### src/rtl/llc_req_scheduler.sv
// llc_req_scheduler: queues CPU and snoop requests and issues them one at a time to the LLC
module llc_req_scheduler #(
  parameter int CPU_DEPTH      = 4,
  parameter int SNP_DEPTH      = 4,
  parameter int MAX_SNP_STREAK = 3,
  parameter int ADDR_W         = 32
) (
  input  logic              clk,
  input  logic              rst,
  input  logic              cpu_valid,
  output logic              cpu_ready,
  input  logic [3:0]        cpu_op,
  input  logic [ADDR_W-1:0] cpu_addr,
  input  logic              snp_valid,
  output logic              snp_ready,
  input  logic [3:0]        snp_op,
  input  logic [ADDR_W-1:0] snp_addr,
  output logic              llc_valid,
  input  logic              llc_ready,
  output logic [3:0]        llc_op,
  output logic [ADDR_W-1:0] llc_addr,
  output logic              llc_src,
  input  logic              llc_done,
  output logic              busy,
  output logic [31:0]       cpu_grants,
  output logic [31:0]       snp_grants,
  output logic [15:0]       drop_cnt
);
  localparam int CA = $clog2(CPU_DEPTH);
  localparam int SA = $clog2(SNP_DEPTH);
  localparam int KW = $clog2(MAX_SNP_STREAK + 1);
  typedef enum logic [1:0] {IDLE, ISSUE, WAIT} state_t;
  state_t state, state_n;
  logic [ADDR_W+3:0] cpu_mem [CPU_DEPTH];
  logic [ADDR_W+3:0] snp_mem [SNP_DEPTH];
  logic [CA:0] cpu_wp, cpu_rp, cpu_wp_n, cpu_rp_n;
  logic [SA:0] snp_wp, snp_rp, snp_wp_n, snp_rp_n;
  logic [ADDR_W+3:0] cpu_head, snp_head;
  logic [KW-1:0] streak;
  logic [16:0] drop_sum;
  logic cpu_legal, snp_legal, cpu_push, snp_push, cpu_drop, snp_drop;
  logic cpu_empty, snp_empty, cpu_full_n, snp_full_n;
  logic cpu_ok, snp_win, gnt_cpu, gnt_snp;
  assign cpu_legal = cpu_op inside {4'd0, 4'd1, 4'd2, 4'd8, 4'd9};
  assign snp_legal = snp_op inside {4'd3, 4'd4, 4'd5, 4'd6};
  assign cpu_push  = cpu_valid && cpu_ready && cpu_legal;
  assign snp_push  = snp_valid && snp_ready && snp_legal;
  assign cpu_drop  = cpu_valid && cpu_ready && !cpu_legal;
  assign snp_drop  = snp_valid && snp_ready && !snp_legal;
  assign cpu_empty = cpu_wp == cpu_rp;
  assign snp_empty = snp_wp == snp_rp;
  assign cpu_head  = cpu_mem[cpu_rp[CA-1:0]];
  assign snp_head  = snp_mem[snp_rp[SA-1:0]];
  // A barrier op at the CPU head yields to every queued snoop, even past the streak limit
  assign cpu_ok    = !cpu_empty && !((cpu_head[ADDR_W+3:ADDR_W] inside {4'd8, 4'd9}) && !snp_empty);
  assign snp_win   = !snp_empty && !(streak == KW'(MAX_SNP_STREAK) && cpu_ok);
  assign gnt_snp   = state == IDLE && snp_win;
  assign gnt_cpu   = state == IDLE && !snp_win && cpu_ok;
  assign cpu_wp_n  = cpu_wp + (CA+1)'(cpu_push);
  assign cpu_rp_n  = cpu_rp + (CA+1)'(gnt_cpu);
  assign snp_wp_n  = snp_wp + (SA+1)'(snp_push);
  assign snp_rp_n  = snp_rp + (SA+1)'(gnt_snp);
  assign cpu_full_n = cpu_wp_n[CA] != cpu_rp_n[CA] && cpu_wp_n[CA-1:0] == cpu_rp_n[CA-1:0];
  assign snp_full_n = snp_wp_n[SA] != snp_rp_n[SA] && snp_wp_n[SA-1:0] == snp_rp_n[SA-1:0];
  assign drop_sum  = {1'b0, drop_cnt} + 17'(cpu_drop) + 17'(snp_drop);
  assign busy      = state != IDLE || !cpu_empty || !snp_empty;
  always_comb begin
    state_n = state;
    state_n = (state == IDLE && (gnt_cpu || gnt_snp)) ? ISSUE :
              (state == ISSUE && llc_ready)            ? WAIT  :
              (state == WAIT && llc_done)              ? IDLE  : state;
  end
  always_ff @(posedge clk)
    state <= rst ? IDLE : state_n;
  always_ff @(posedge clk) begin
    if (cpu_push) cpu_mem[cpu_wp[CA-1:0]] <= {cpu_op, cpu_addr};
    if (snp_push) snp_mem[snp_wp[SA-1:0]] <= {snp_op, snp_addr};
  end
  always_ff @(posedge clk) begin
    if (rst) begin
      cpu_wp     <= '0;
      cpu_rp     <= '0;
      snp_wp     <= '0;
      snp_rp     <= '0;
      cpu_ready  <= 1'b0;
      snp_ready  <= 1'b0;
      llc_valid  <= 1'b0;
      llc_op     <= '0;
      llc_addr   <= '0;
      llc_src    <= 1'b0;
      streak     <= '0;
      cpu_grants <= '0;
      snp_grants <= '0;
      drop_cnt   <= '0;
    end else begin
      cpu_wp    <= cpu_wp_n;
      cpu_rp    <= cpu_rp_n;
      snp_wp    <= snp_wp_n;
      snp_rp    <= snp_rp_n;
      cpu_ready <= !cpu_full_n;
      snp_ready <= !snp_full_n;
      drop_cnt  <= drop_sum[16] ? '1 : drop_sum[15:0];
      if (gnt_cpu || gnt_snp) begin
        llc_valid <= 1'b1;
        llc_op    <= gnt_snp ? snp_head[ADDR_W+3:ADDR_W] : cpu_head[ADDR_W+3:ADDR_W];
        llc_addr  <= gnt_snp ? snp_head[ADDR_W-1:0] : cpu_head[ADDR_W-1:0];
        llc_src   <= gnt_snp;
      end else if (state == ISSUE && llc_ready) begin
        llc_valid <= 1'b0;
      end
      if (gnt_cpu) streak <= '0;
      else if (gnt_snp) streak <= cpu_empty ? '0 : (streak == KW'(MAX_SNP_STREAK) ? streak : streak + KW'(1));
      if (gnt_cpu && cpu_grants != '1) cpu_grants <= cpu_grants + 32'd1;
      if (gnt_snp && snp_grants != '1) snp_grants <= snp_grants + 32'd1;
    end
  end
endmodule
### config.mk
export PLATFORM = sky130hd
export DESIGN_NAME = llc_req_scheduler
export DESIGN_NICKNAME = d
export VERILOG_FILES = /design/src/rtl/llc_req_scheduler.sv
export SDC_FILE = /design/constraint.sdc
export NUM_CORES = 1
export LEC_CHECK = 0
export CAP_MARGIN = 20
export CORE_AREA = 3 3 208 210
export DETAILED_ROUTE_END_ITERATION = 12
export DIE_AREA = 0 0 211 213
export PLACE_DENSITY = 0.64
export SETUP_SLACK_MARGIN = 0.15
export SYNTH_ARGS = -nofsm -noshare
export SYNTH_HDL_FRONTEND = slang
export SYNTH_SLANG_ARGS = --single-unit
export TNS_END_PERCENT = 20
### constraint.sdc
create_clock -name clk -period 5.48 [get_ports clk]
set_input_delay 1.096 -clock clk [delete_from_list [all_inputs] [get_ports clk]]
set_output_delay 1.096 -clock clk [all_outputs]
set_load 0.03 [all_outputs]
==> results of run 1 <==
-- worst max-delay path: stages, from the launching register on --
cell and delay [ns]:
dfxtp_2 0.80, xor2_1 0.23, nor3_2 0.63, nor2b_1 0.31, nand2_1 0.09, clkdlybuf4s50_1 0.65
-- kinds of logic after synthesis --
group / count (synthesis) / share of synthesized area, %
and+or+nand+nor: 341 / 11.45
DFF: 424 / 66.81
AOI/OAI and AO/OA: 124 / 4.970
buffers and inverters: 73 / 1.867
xor gates and xnor gates: 80 / 4.117
adders and majority gates: 13 / 0.9998
muxes: 76 / 9.778
-- metal layers --
metal | part of all wire [%] | GRT usage, % | vias up | routed length (um)
met5 | 0.075 | 0 | - | 29
met4 | 2.3 | 5.012 | 4 | 911
met3 | 5.1 | 3.908 | 62 | 1990
met2 | 48 | 28.58 | 233 | 18820
met1 | 44 | 23.42 | 5075 | 17050
li1 | - | - | 4783 | -
-- sequential cells by signal (all words and copies together), names as in the netlist, 3 cells and up --
register and flops:
cpu_rp 3, cpu_grants 32, drop_cnt 16, llc_op 4
llc_addr 32, snp_grants 32, cpu_mem 144, snp_rp 3
cpu_wp 3, snp_wp 3, snp_mem 144
-- cell usage in the layout (no fill, tap or decap), types with 6 or more instances in the layout --
cell type	synthesis	final
nor3_1	20	19
nor2b_1	13	13
mux4_2	72	72
a21oi_1	59	59
nor3b_1	37	36
xor2_1	31	31
o2bb2ai_1	32	32
buf_4	1	21
xnor2_1	49	49
nor4_1	12	11
and3_1	23	21
inv_1	13	13
clkbuf_8	0	8
clkdlybuf4s50_1	0	197
dfxtp_1	136	132
nand4_1	23	23
nand2_1	43	43
nor4_2	11	12
edfxtp_1	288	288
and4_1	9	9
clkbuf_16	0	45
clkbuf_1	40	15
nor2_1	81	78
o21ai_0	9	9
or3_1	8	8
clkinv_2	0	6
ha_1	12	12
nand3_1	39	39
-- cell type report --
type / instances / area (um2) / share of cell area, %
diodes: 2 / 5.005 / 0.02374
inverters: 13 / 48.80 / 0.2315
repair buffers: 218 / 2130 / 10.10
clock inverters: 12 / 173.9 / 0.8249
well taps: 539 / 674.4 / 3.199
flip-flops and latches: 424 / 11380 / 53.96
clock buffers: 68 / 1292 / 6.131
multi-input cells: 634 / 5383 / 25.53
-- cells in the mapped netlist, types with 3 or more instances --
| master | instances |
|---|---|
| o21ai_0 | 9 |
| or3_1 | 8 |
| mux4_2 | 72 |
| o2bb2ai_1 | 32 |
| a21oi_1 | 59 |
| xor2_1 | 31 |
| nand3_1 | 39 |
| nor3_1 | 20 |
| buf_2 | 14 |
| and2_1 | 3 |
| nor2b_1 | 13 |
| and3_1 | 23 |
| nor3b_1 | 37 |
| nand2_1 | 43 |
| a31o_2 | 3 |
| and4_1 | 9 |
| buf_6 | 3 |
| nor4_1 | 12 |
| xnor2_1 | 49 |
| nor4_2 | 11 |
| nand2b_1 | 5 |
| clkbuf_1 | 40 |
| nand4_1 | 23 |
| dfxtp_1 | 136 |
| ha_1 | 12 |
| inv_1 | 13 |
| nor2_1 | 81 |
| a221o_1 | 3 |
| edfxtp_1 | 288 |
| a31oi_1 | 5 |
-- power by group through the flow --
stage | registers, mW | logic [mW] | clock network [mW]
detailed placement | 3.81 | 2.13 | 0
finish | 3.74 | 2.11 | 3.02
floorplan | 4.00 | 1.19 | 0
global placement | 3.81 | 2.11 | 0
CTS | 3.74 | 2.14 | 3.09
global route | 3.76 | 2.26 | 3.22
-- final timing paths --
kind | slack (ns) | depth (start not counted) | end | from
min reg2reg | 0.46 | 2 | llc_src | llc_src
max | 1.12 | 5 | busy | cpu_rp[0]
min | 0.46 | 2 | llc_src | llc_src
max reg2reg | 1.95 | 9 | cpu_ready | cpu_rp[0]
==> results.yml, run 1 <==
power_and_ir_drop:
  clockPowerShare_pct: 34.1
  vdd_drop_max_mv: 0.3091
  combPwrFrac_pct: 23.8
  pwr-share-seq_pct: 42.2
  p_leak_nw: 6.649
  p_int_mw: 6.276
  p_per_area_nw_per_um2: 420.4
  p_sw_share_pct: 29.20
  power.switching_mw: 2.588
  power.total_mw: 8.864
grt:
  antenna_found_initial: 3
  grt_pass1_wl_um: 60500
  grt-ovfl-total: 0
  grt_pass1_vias: 10474
  grtUsageTotal_pct: 17.38
  grt_max_degree: 68
routing:
  vias: 10157
  drt-vias-per-instance: 5.318
  wl_per_cell_um: 20.31
  ant_nets: 0
  drt_iter0_markers: 624
  first_pass_iters: 5
  routed_wl_um: 38790
  drc: 0
setup_path:
  cp-end-kind: "primary output"
  critPathKind: "flop to primary output"
  start_kind: "flop"
  cp.required_ns: 4.38
  critical_path.max_fanout: 20
  worst_ep_arrival_time_ns: 3.27
placement:
  dp_hpwl_um: 25070
  port_buffers: 198
  post_dp_cell_area_um2: 19610
  pre_cts_slack_ns: 1.531
  place_congestion: 0.8149
  place_inst: 1828
yosys:
  synth_edf_count: 288
  synth-async-reset-ratio_pct: 0
  netlist-cell-type-count: 56
  synth_largest_area_cell: "edfxtp_1"
  yosys_warnings: 0
  synth_top_area_share_pct: 50.82
  synthTopCellsByArea: "edfxtp_1 51%, dfxtp_1 16%, mux4_2 9.5%, xnor2_1 2.5%, nor2_1 1.8%"
  yosys_most_used_dff: "edfxtp_1"
  seq_area_frac_synth_pct: 66.81
  syn_avg_cell_area_um2: 15.05
  synth_cells: 1131
  netlist_area_um2: 17020
  ys_ff_latch: 424
  syn_nets: 1222
clock_tree:
  insertion_delay_ns: 0.57
  numCtsBuffers: 44
  clockRootBuffer: "clkbuf_16"
  cts_max_level: 2
  cts.sinks: 424
  postCtsSetupBuffers: 0
  ctsHoldBuffers: 0
  ctsLongestPathBuffers: 3
  post_cts_resized: 0
  cts.clk_slew.worst_paths_ns: 0.06
  cts_tree: "built"
cells_and_area:
  finalNetCount: 1426
  drive_above_1_share_pct: 14.39
  fin_area_um2: 21080
  final_cells: 1910
  area_delta_synth_final_pct: 23.88
  fillers: 3524
  utilization_pct: 50.49
sta:
  slew_viol_final: 0
  timing.final.crit_share_pct: 79.64
  timing.hold.ws_ns: 0.4609
  min_period_ns: 4.364
  worstMarginPinSlew_ns: 1.083
  rsz0062_at_grt: "no"
  clock_skew_ns: 0.02094
  setup_viol: 0
  max_freq_ghz: 0.2291
  setup_slack_ns: 1.116
  fin_setup_tns_ns: 0
  slew_headroom_pct: 27.61
  hold_viol_final: 0
status:
  status: "finished, final reports clean"
floorplan:
  start_util_pct: 40.76
  fp-row-count: 75
  die_h_um: 213
  fp.dieW_um: 211
  fp.coreArea_um2: 41760
  ios: 199
  dieArea_um2: 44940
job:
  maxCapViolCount: 0
hold_path:
  hold_path.class: "flop to flop"
Note: power is estimated with default switching activity, not from simulation.
==> inputs of run 2 (changes only) <==
==> constraint.sdc (replaced) <==
create_clock -name clk -period 3.7 [get_ports clk]
set_input_delay 0.74 -clock clk [delete_from_list [all_inputs] [get_ports clk]]
set_output_delay 0.74 -clock clk [all_outputs]
set_load 0.03 [all_outputs]
==> results.yml, run 2 (synthesized netlist as in run 1, its figures left out) <==
status:
  status: "finished, final reports clean"
sta:
  slew_viol_final: 0
  clock_skew_ns: 0.02016
  min_period_ns: 3.019
  max_freq_ghz: 0.3313
  timing.final.crit_share_pct: 81.59
  rsz0062_at_grt: "no"
  timing.hold.ws_ns: 0.4587
  hold_viol_final: 0
  slew_headroom_pct: 39.69
  setup_viol: 0
  worstMarginPinSlew_ns: 0.9024
grt:
  grtUsageTotal_pct: 17.15
  antenna_found_initial: 2
  busiest_layer: "met2"
  grt_pass1_wl_um: 59810
  met3_usage_pct: 3.923
  grt-ovfl-total: 0
  gr-usage-met1_pct: 22.89
  grt_util_met2_pct: 28.82
  grt_pass1_vias: 10410
  grt_max_degree: 57
setup_path:
  critPathKind: "flop to primary output"
  worst_ep_arrival_time_ns: 2.28
  cp-end-kind: "primary output"
  slowest_stage: "dfxtp_1"
  critical_path.max_fanout: 7
  worstPathCellList: "xor2_1, nor3_2, buf_4, nor2b_1, nand2_1, dlymetal6s2s_1"
  cp.buffers_inverters: 2
  start_kind: "flop"
  critical-path-max-stage-delay_ns: 0.50
  cp.required_ns: 2.96
  crit_family: "simple AND/OR/NAND/NOR gates"
power_and_ir_drop:
  p_sw_share_pct: 29.00
  p_leak_nw: 6.772
  power.switching_mw: 3.891
  combPwrFrac_pct: 24.1
  p_int_mw: 9.526
  p_per_area_nw_per_um2: 628.3
  vdd_drop_max_mv: 0.4229
  pwr-share-seq_pct: 41.0
  clockPowerShare_pct: 35.0
  power.total_mw: 13.42
cells_and_area:
  drive_above_1_share_pct: 15.18
  area_delta_synth_final_pct: 25.48
  fillers: 3488
  seqCellArea_um2: 11380
  final_common_cell: "edfxtp_1"
  final_cell_mix: "288 x edfxtp_1, 196 x clkdlybuf4s50_1, 132 x dfxtp_1"
  finalNetCount: 1433
  utilization_pct: 51.14
  multi_input_area_um2: 5391
clock_tree:
  ctsLongestPathBuffers: 3
  cts_tree: "built"
  numCtsBuffers: 45
  cts_max_level: 2
  insertion_delay_ns: 0.57
  clockRootBuffer: "clkbuf_16"
  cts.sinks: 424
  cts.clk_slew.worst_paths_ns: 0.06
floorplan:
  start_util_pct: 40.76
  fp-row-count: 75
  die_h_um: 213
  dieArea_um2: 44940
  fp.dieW_um: 211
  ios: 199
  fp.coreArea_um2: 41760
routing:
  first_pass_iters: 5
  ant_nets: 0
  drt_iter0_markers: 612
  wl_per_cell_um: 20.19
  routed_wl_um: 38710
  drt-vias-per-instance: 5.339
  drc: 0
  vias: 10234
placement:
  place_congestion: 0.8078
  dp_hpwl_um: 24160
  port_buffers: 198
hold_path:
  hold_path.class: "flop to flop"
job:
  maxCapViolCount: 0
-- run 2: cell types whose count changed in the layout (fill, tap and decap cells not counted), moves of 2 or more --
cell       previous run  this run
buf_4                21        18
bufinv_16             4         6
buf_12                0         8
clkbuf_1             15        11
clkinv_4              0         2
-- run 2: worst paths after layout --
check,from,slack (ns),end,cells past startpoint
max reg2reg,cpu_rp[0],0.81,cpu_ready,9
min reg2reg,llc_addr[16],0.46,llc_addr[16],1
max,cpu_wp[0],0.68,busy,6
min,llc_addr[16],0.46,llc_addr[16],1
-- run 2: final cells by class --
type | count | area share, %
Inverter | 13 | 0.2285
Multi-Input combinational cell | 634 | 25.25
Clock inverter | 18 | 1.295
Tap cell | 539 | 3.158
Clock buffer | 64 | 6.035
Antenna cell | 1 | 0.01172
Timing Repair Buffer | 224 | 10.76
Sequential cell | 424 | 53.27
-- run 2: per-layer routing --
metal / up-vias / wire length, um
li1: 4807 / -
met1: 5147 / 17050
met2: 230 / 19020
met3: 48 / 1923
met4: 2 / 693
met5: - / 20
-- run 2: power by group through the flow --
stage               clock (mW)  sequential, mW  combinational, mW
floorplan                    0            5.93               1.76
global placement             0            5.60               3.22
detailed placement           0            5.60               3.24
CTS                       4.81            5.50               3.25
global route              4.99            5.53               3.48
finish                    4.69            5.50               3.23
-- run 2: through the flow --
step           setup TNS (ns)  instance area (um2)  setup WS [ns]  instances
3_5_place_dp                0                19760        0.09491       1833
2_1_floorplan          -26.19                17030        -0.7276       1131
3_3_place_gp                0                19760         0.1427       1833
4_1_cts                     0                21320         0.2384       1915
6_report                    0                21360         0.6813       1917
5_1_grt                     0                21350         0.4026       1916
-- run 2: what timing repair did --
| item | in CTS | in global routing |
|---|---|---|
| endpoints found under the setup margin | 0 | 1 |
| gates resized for setup | 0 | 1 |
| hold buffers | 0 | 0 |
| buffers inserted | 0 | 0 |
-- run 2: worst register-to-register path, delay by kind of cell (launching register included) --
family                     cells  cell delay [ns]
AOI/OAI and AO/OA              2             0.53
xor gates and xnor gates       2             0.37
adders and majority gates      2             0.39
DFF                            1             0.42
muxes                          1             0.58
and+or+nand+nor                2             0.46
==> inputs of run 3 (changes only) <==
==> constraint.sdc (replaced) <==
create_clock -name clk -period 2.6 [get_ports clk]
set_input_delay 0.52 -clock clk [delete_from_list [all_inputs] [get_ports clk]]
set_output_delay 0.52 -clock clk [all_outputs]
set_load 0.03 [all_outputs]
==> results.yml, run 3 (synthesized netlist as in run 1, its figures left out) <==
sta:
  rsz0062_at_grt: "yes"
  worstMarginPinSlew_ns: 0.6639
  setup_viol: 0
  max_freq_ghz: 0.4059
  clock_skew_ns: 0.03280
  slew_viol_final: 0
  timing.final.crit_share_pct: 94.76
  setup_slack_ns: 0.1361
  hold_viol_final: 0
  min_period_ns: 2.464
  slew_headroom_pct: 55.74
setup_path:
  worst_ep_arrival_time_ns: 2.91
  critical-path-max-stage-delay_ns: 0.56
  worstPathCellList: "mux4_2, nor3b_4, o31a_4, nor2_4, ha_4, ha_4, xnor2_4, xnor2_1, a31oi_1"
  start_kind: "flop"
  slowest_stage: "mux4_2"
  critical_path.max_fanout: 5
  crit_path_frequent_cell: "ha_4"
  worst-r2r-cell-count: 9
  cp.required_ns: 3.05
  cp-end-kind: "flop"
  critPathKind: "flop to flop"
placement:
  place_congestion: 0.7898
  pre_cts_slack_ns: -0.6552
  port_buffers: 198
  dp_hpwl_um: 25740
grt:
  grt_max_degree: 56
  grt-ovfl-total: 0
  grtUsageTotal_pct: 17.81
  grt_pass1_vias: 10650
  antenna_found_initial: 4
  grt_pass1_wl_um: 61990
power_and_ir_drop:
  vdd_drop_max_mv: 0.5733
  p_per_area_nw_per_um2: 865.8
  p_leak_nw: 7.108
floorplan:
  die_h_um: 213
  ios: 199
  start_util_pct: 40.76
  fp-row-count: 75
  fp.dieW_um: 211
  dieArea_um2: 44940
  fp.coreArea_um2: 41760
clock_tree:
  ctsLongestPathBuffers: 3
  numCtsBuffers: 44
  insertion_delay_ns: 0.58
  ctsHoldBuffers: 0
  cts_tree: "built"
  cts_max_level: 2
  clockRootBuffer: "clkbuf_16"
  cts.clk_slew.worst_paths_ns: 0.06
  cts.sinks: 424
routing:
  drt_iter0_markers: 712
  vias: 10635
  wl_per_cell_um: 20.15
  first_pass_iters: 5
  drc: 0
  ant_nets: 0
  drt-vias-per-instance: 5.350
  routed_wl_um: 40060
status:
  status: "finished, final reports clean"
job:
  maxCapViolCount: 0
cells_and_area:
  drive_above_1_share_pct: 21.01
  seqCellArea_um2: 11380
  final_cell_mix: "288 x edfxtp_1, 193 x clkdlybuf4s50_1, 132 x dfxtp_1"
  final_common_cell: "edfxtp_1"
  finalNetCount: 1502
  multi_input_area_um2: 5619
  fillers: 3407
  utilization_pct: 52.99
  area_delta_synth_final_pct: 30.02
hold_path:
  min_path_cells: 2
  hold_path.class: "input pin to flop"
## run 3: cell types whose count changed in the layout (fill, tap and decap cells not counted), sizes merged
cell and change:
diode +1, buf +71, dlygate4sd2 +2, clkdlybuf4s50 -3
clkbuf -2, clkinvlp +1, inv +1, bufinv -5
clkinv +5
## run 3: power by group
part | switching [mW] | total (mW) | internal, mW
combinational | 2.86 | 5.16 | 2.30
clock | 2.67 | 6.19 | 3.53
sequential | 0.245 | 7.81 | 7.56
total | 5.77 | 19.2 | 13.4
## run 3: final timing paths
check,from,end,slack (ns)
worst max-delay path,cpu_rp[0],cpu_ready,0.14
worst min-delay path,rst,cpu_grants[18],0.33
worst max register to register,cpu_rp[0],cpu_ready,0.14
worst min register to register,llc_src,llc_src,0.46
## run 3: layout make-up
class / count / share of cell area, %
diodes: 2 / 0.02262
multi-input cells: 634 / 25.39
repair buffers: 294 / 13.36
inverters: 13 / 0.2205
clock buffers: 62 / 5.688
flip-flops and latches: 424 / 51.42
clock inverters: 20 / 0.8482
well taps: 539 / 3.048
## run 3: critical path, delay by kind of cell (launching register included)
kind                       cells  cell delay (ns)
DFF                            1             0.39
muxes                          1             0.56
and+or+nand+nor                2             0.37
AOI/OAI and AO/OA              2             0.36
adders and majority gates      2             0.34
xor gates and xnor gates       2             0.31
## run 3: what timing repair did
item                                    CTS  global route
endpoints found under the setup margin   60            91
resized for setup                        19            34
pin swaps                                 7            17
setup buffers                             5            12
## run 3: per-stage QoR
stage | setup TNS [ns] | hold slack [ns] | power [mW] | std cells | cell area [um2]
2_1_floorplan | -42.61 | 0.4543 | 10.94 | 1131 | 17050
3_3_place_gp | -10.16 | 0.4435 | 12.81 | 1886 | 20280
3_5_place_dp | -14.99 | 0.4457 | 12.89 | 1887 | 20310
4_1_cts | 0 | 0.2946 | 19.22 | 1974 | 21860
5_1_grt | 0 | 0.3246 | 20.01 | 1987 | 22130
6_report | 0 | 0.3265 | 19.16 | 1988 | 22130
## run 3: metal layers
layer | vias up | global-route usage (%) | part of all wire, %
met5 | - | 0 | 0.032
met4 | 2 | 5.312 | 2.2
met3 | 62 | 3.409 | 5.0
met2 | 271 | 29.12 | 48
met1 | 5365 | 24.50 | 45
li1 | 4935 | - | -
